### config.mk
export PLATFORM = sky130hd
export DESIGN_NAME = mp_add_seq
export DESIGN_NICKNAME = d
export VERILOG_FILES = /design/src/rtl/mp_add_pkg.sv /design/src/rtl/mp_add_ctrl.sv /design/src/rtl/sklansky16.sv /design/src/rtl/mp_add_seq.sv
export SDC_FILE = /design/constraint.sdc
export NUM_CORES = 1
export LEC_CHECK = 0
export ABC_CLOCK_PERIOD_IN_PS = 5050
export BUFFER_PORTS_ARGS = -buffer_cell sky130_fd_sc_hd__buf_4
export CORE_MARGIN = 1
export CORE_UTILIZATION = 40
export CTS_CLUSTER_SIZE = 25
export DETAILED_ROUTE_END_ITERATION = 7
export MAX_ROUTING_LAYER = met4
export PLACE_DENSITY = 0.62
export REMOVE_ABC_BUFFERS = 1
export SYNTH_ARGS = -nofsm -noshare
export SYNTH_HDL_FRONTEND = slang
export SYNTH_HIERARCHICAL = 1
export SYNTH_SLANG_ARGS = --single-unit
### constraint.sdc
create_clock -name clk -period 5.05 [get_ports clk]
set_clock_uncertainty 0.05 [all_clocks]
set_input_delay 0.7575 -clock clk [delete_from_list [all_inputs] [get_ports clk]]
set_output_delay 0.7575 -clock clk [all_outputs]
set_load 0.03 [all_outputs]
### src/rtl/mp_add_pkg.sv
// Shared types for the word-serial multi-precision adder.
package mp_add_pkg;
  localparam int LIMB_W = 16;

  typedef enum logic {FIRST, MID} state_t;

  typedef logic [LIMB_W-1:0] limb_t;
endpackage

### src/rtl/mp_add_ctrl.sv
// Packet FSM, beat counter and last/truncate decode for mp_add_seq.
module mp_add_ctrl import mp_add_pkg::*; #(
  parameter int MAX_WORDS = 16,
  parameter int CNT_W     = $clog2(MAX_WORDS + 1)
) (
  input  logic clk,
  input  logic rst,
  input  logic fire,
  input  logic in_last,
  output logic first,
  output logic last_beat,
  output logic trunc
);
  state_t           state_q, state_d;
  logic [CNT_W-1:0] cnt_q, cnt_d;

  assign first     = (state_q == FIRST);
  assign last_beat = in_last || (cnt_q == CNT_W'(MAX_WORDS - 1));
  assign trunc     = last_beat && !in_last;

  always_ff @(posedge clk) begin
    if (rst) begin
      state_q <= FIRST;
      cnt_q   <= '0;
    end else begin
      state_q <= state_d;
      cnt_q   <= cnt_d;
    end
  end

  always_comb begin
    state_d = state_q;
    cnt_d   = cnt_q;
    if (fire) begin
      if (last_beat) begin
        state_d = FIRST;
        cnt_d   = '0;
      end else begin
        state_d = MID;
        cnt_d   = cnt_q + CNT_W'(1);
      end
    end
  end
endmodule

### src/rtl/sklansky16.sv
// 16-bit Sklansky parallel-prefix adder core.
module sklansky16 import mp_add_pkg::*; (
  input  logic [LIMB_W-1:0] A,
  input  logic [LIMB_W-1:0] B,
  input  logic              Cin,
  output logic [LIMB_W-1:0] S,
  output logic              Cout
);
  localparam int unsigned LEVELS = $clog2(LIMB_W);

  always_comb begin
    logic [LIMB_W-1:0] hp, g, p, gn, pn;
    int unsigned j;
    hp = A ^ B;
    g  = A & B;
    p  = hp;
    // Cin folded into bit 0 generate so every prefix carries it forward
    g[0] = g[0] | (hp[0] & Cin);
    for (int unsigned l = 0; l < LEVELS; l++) begin
      gn = g;
      pn = p;
      for (int unsigned i = 0; i < LIMB_W; i++) begin
        if (((i >> l) & 1) == 1) begin
          j = ((i >> l) << l) - 1;
          gn[i[3:0]] = g[i[3:0]] | (p[i[3:0]] & g[j[3:0]]);
          pn[i[3:0]] = p[i[3:0]] & p[j[3:0]];
        end
      end
      g = gn;
      p = pn;
    end
    S    = hp ^ {g[LIMB_W-2:0], Cin};
    Cout = g[LIMB_W-1];
  end
endmodule

### src/rtl/mp_add_seq.sv
// Word-serial multi-precision adder around a Sklansky core; carry chained across limbs.
// Optional subtract mode when MP_ADD_SUB_EN is defined (adds port sub).
module mp_add_seq import mp_add_pkg::*; #(
  parameter int MAX_WORDS = 16,
  parameter int CNT_W     = $clog2(MAX_WORDS + 1)
) (
  input  logic              clk,
  input  logic              rst,
  input  logic              cin_init,
`ifdef MP_ADD_SUB_EN
  input  logic              sub,
`endif
  input  logic              in_valid,
  output logic              in_ready,
  input  logic [LIMB_W-1:0] in_a,
  input  logic [LIMB_W-1:0] in_b,
  input  logic              in_last,
  output logic              out_valid,
  input  logic              out_ready,
  output logic [LIMB_W-1:0] out_sum,
  output logic              out_last,
  output logic              out_cout,
  output logic              out_ovf,
  output logic              out_trunc
);
  logic  fire, first, last_beat, trunc;
  logic  carry_q, add_cin, add_cout, b_inv;
  limb_t add_b, add_s;

  assign in_ready = !out_valid || out_ready;
  assign fire     = in_valid && in_ready;

`ifdef MP_ADD_SUB_EN
  logic sub_q;
  assign b_inv   = first ? sub : sub_q;
  // Subtraction forces the first-beat carry to 1 (two's complement of B)
  assign add_cin = first ? (sub | cin_init) : carry_q;

  always_ff @(posedge clk) begin
    if (rst)
      sub_q <= 1'b0;
    else if (fire && first)
      sub_q <= sub;
  end
`else
  assign b_inv   = 1'b0;
  assign add_cin = first ? cin_init : carry_q;
`endif

  assign add_b = b_inv ? ~in_b : in_b;

  mp_add_ctrl #(
    .MAX_WORDS(MAX_WORDS),
    .CNT_W    (CNT_W)
  ) u_ctrl (
    .clk      (clk),
    .rst      (rst),
    .fire     (fire),
    .in_last  (in_last),
    .first    (first),
    .last_beat(last_beat),
    .trunc    (trunc)
  );

  sklansky16 u_add (
    .A   (in_a),
    .B   (add_b),
    .Cin (add_cin),
    .S   (add_s),
    .Cout(add_cout)
  );

  always_ff @(posedge clk) begin
    if (rst) begin
      out_valid <= 1'b0;
      out_sum   <= '0;
      out_last  <= 1'b0;
      out_cout  <= 1'b0;
      out_ovf   <= 1'b0;
      out_trunc <= 1'b0;
      carry_q   <= 1'b0;
    end else if (fire) begin
      out_valid <= 1'b1;
      out_sum   <= add_s;
      out_last  <= last_beat;
      out_cout  <= last_beat & add_cout;
      out_ovf   <= last_beat & (in_a[LIMB_W-1] == add_b[LIMB_W-1])
                             & (add_s[LIMB_W-1] != in_a[LIMB_W-1]);
      out_trunc <= trunc;
      carry_q   <= last_beat ? 1'b0 : add_cout;
    end else if (out_ready) begin
      out_valid <= 1'b0;
    end
  end
endmodule

==> impl_metrics.ini <==
[route]
via_per_inst = 5.428
wirelength_um = 4305
drtIter0Drc = 87
wl_per_cell_um = 13.25
drc = 3
drtAntennaViolNets = 0
drt_pass1_iterations = 6
dr_total_vias = 1764

[critical_path]
r2r_start = u_ctrl/state_q
cp.required_ps = 5150
path_max_fanout = 4
path_cells = buf_4 > mux2_2 > inv_1 > fa_1 > inv_1 > fa_1 > a211oi_2 > o21ai_1 > nor3b_4 > o21a_1 > a211oi_1 > and3b_1 > o2111ai_1 > a21oi_1
critPathMaxStageDelay_ps = 410
cp-startpoint = cin_init
crit_slowest_cell = fa_1
worst_setup_path_start_kind = primary input
cp-end-kind = flip-flop
path_class = primary input to flip-flop
crit_family = compound AO/OA/AOI/OAI gates
arrival_ps = 3380
path_buf_inv = 3

[cts]
clk_root_buffer_cell = clkbuf_8
clock-sinks = 28
clk_latency_ps = 270
tritoncts = yes
clock_path_buffers = 2
cts_resized = 0
postCtsHoldBufs = 0
numCtsBuffers = 3
postCtsSetupBuffers = 0
clkTransAtPathRegs_ps = 90
h-tree-depth = 1

[synth]
async_flop_share_pct = 0
synth_edf_count = 0
ys_seq_area_share_pct = 29.36
syn-cell-area_um2 = 1909
netlist_instances = 221
yosysUniqueCellTypes = 50
yosys_warnings = 6
synth_ff_type = dfxtp_1
syn_avg_cell_area_um2 = 8.640
ys_ff_latch = 28

[layout]
nets = 334
n_antenna_cell = 0
area_growth_pct = 24.70
drive_above_1_share_pct = 27.47

[power_and_ir_drop]
ir_drop_uv = 123.1
leakage_nw = 1.090
powerDensity_nw_per_um2 = 238.6

[worst_hold_path]
hp-start = out_sum[15]
worstHoldPathType = flip-flop to flip-flop

[die]
initial_core_util_pct = 42.67
die_y_um = 71.09
die_w_um = 71.09
die_area_um2 = 5054
io_pins = 60
rows = 24
core_area_um2 = 4474

[place]
dp_hpwl_um = 3148
routabilityCongestion = 0.7868
io_buffer_count = 59

[global_routing]
track_usage_pct = 19.40
antenna_found_initial = 0
grt_first_pass_wirelength_um = 7721
grt_pass1_vias = 1705
grt_start_max_net_pins = 29
grt_overflow = 0

[timing]
rsz0062_at_grt = no
min_period_ps = 3278
hold_violations = 0
tns_ps = 0
slew_headroom_pct = 62.67
worst_slew_pin_slew_ps = 558.7
setup_viol = 0
slew_viol_final = 0
fin_crit_sh_pct = 64.90
fmax_mhz = 305.1
holdWs_ps = 427.0

[outcome]
status = finished with violations
failed_checks = DRC

[flow_run]
maxCapViolations = 0
worst min-delay path, stage by stage, from the launching register on:
cell and delay (ps):
dfxtp_1 310, o21ai_0 60, a21oi_1 60
cells in the final DEF (no fill, tap or decap), types with 2 or more instances in the layout:
master and instances:
buf_4 59, a21oi_1 29, dfxtp_1 28, o21ai_0 19, nand3_1 18, ha_1 16, inv_1 15, nor2_1 10
xor2_1 6, o21ai_1 5, fa_1 5, a21o_1 4, nand3_2 3, clkbuf_8 3, nand2_1 3, xnor2_1 3
nand2b_1 3, inv_2 2, mux2_2 2, o2111ai_1 2, a21oi_2 2, and2_1 2, nor2b_1 2, nor3_1 2
and3_1 2, o31ai_1 2, a31oi_1 2, a211oi_1 2, or3_1 2, or3b_1 2
area by class of cell:
class | count | area [um^2]
clock buffer | 3 | 41.29
fill | 445 | 2093
inverter | 17 | 63.81
multi-input combinational | 166 | 1207
sequential | 28 | 560.5
tap | 52 | 65.06
timing repair buffer | 59 | 442.9
routing by layer:
metal	part of all wire, %	routed length, um	track usage [%]
met1	50	2141	26.54
met2	46	1973	31.73
met3	4.4	190	2.991
met4	0	0	1.333
met5	0	0	-
flip-flops by register name, indices dropped and copies added, names as in the netlist:
| name | flops |
|---|---|
| out_valid | 1 |
| out_sum | 16 |
| out_last | 1 |
| u_ctrl/cnt_q | 5 |
| carry_q | 1 |
| u_ctrl/state_q | 1 |
| out_trunc | 1 |
| out_cout | 1 |
| out_ovf | 1 |
cell usage after synthesis, types with 2 or more instances:
library cell / n / area (um^2)
a211oi_1: 2 / 15.01
a21o_1: 4 / 30.03
a21oi_1: 29 / 145.1
a21oi_2: 2 / 17.52
a31oi_1: 2 / 12.51
and2_1: 2 / 12.51
and3_1: 2 / 12.51
buf_2: 2 / 10.01
buf_4: 2 / 15.01
buf_6: 4 / 45.04
clkbuf_1: 2 / 7.510
dfxtp_1: 28 / 560.5
fa_1: 5 / 100.1
ha_1: 16 / 200.2
inv_1: 15 / 56.30
inv_2: 2 / 7.510
mux2_2: 2 / 22.52
nand2_1: 3 / 11.26
nand2b_1: 3 / 18.77
nand3_1: 18 / 90.09
nand3_2: 3 / 30.03
nor2_1: 10 / 37.54
nor2b_1: 2 / 12.51
nor3_1: 2 / 10.01
o2111ai_1: 2 / 17.52
o21ai_0: 19 / 95.09
o21ai_1: 5 / 25.02
o31ai_1: 2 / 15.01
or3_1: 2 / 12.51
or3b_1: 2 / 17.52
xnor2_1: 3 / 26.28
xor2_1: 6 / 52.55
per-stage QoR:
step / power, W / area (um^2) / worst slack (ps) / std cells / util (%)
floorplan: 0.0003772 / 1832 / 1860 / 211 / -
global placement: 0.0004510 / 2340 / 1583 / 322 / 52.29
detailed placement: 0.0004520 / 2340 / 1479 / 322 / 52.29
CTS: 0.0005747 / 2381 / 1759 / 325 / 53.22
global route: 0.0006092 / 2381 / 1656 / 325 / 53.22
finish: 0.0005680 / 2381 / 1772 / 325 / 53.22
report_power, final:
group / total [W] / internal, W / switching (W)
sequential: 0.000245 / 0.000237 / 0.00000791
clock: 0.000122 / 0.0000536 / 0.0000685
combinational: 0.000201 / 0.0000893 / 0.000112
total: 0.000568 / 0.000379 / 0.000189
final timing paths:
kind / endpoint / slack, ps / cells after the start
min: out_sum[15] / 430 / 2
max reg2reg: out_ovf / 1930 / 14
min reg2reg: out_sum[15] / 430 / 2
max: out_ovf / 1770 / 14
cell families after synthesis:
group / Yosys count / share of synthesized area (%)
compound gates: 74 / 22.74
simple gates: 59 / 18.94
flops: 28 / 29.36
buf+inv: 27 / 7.405
fa+ha+maj: 21 / 15.73
xor+xnor: 9 / 4.129
mux: 3 / 1.704
No activity file was read; power rests on OpenSTA's default activity.
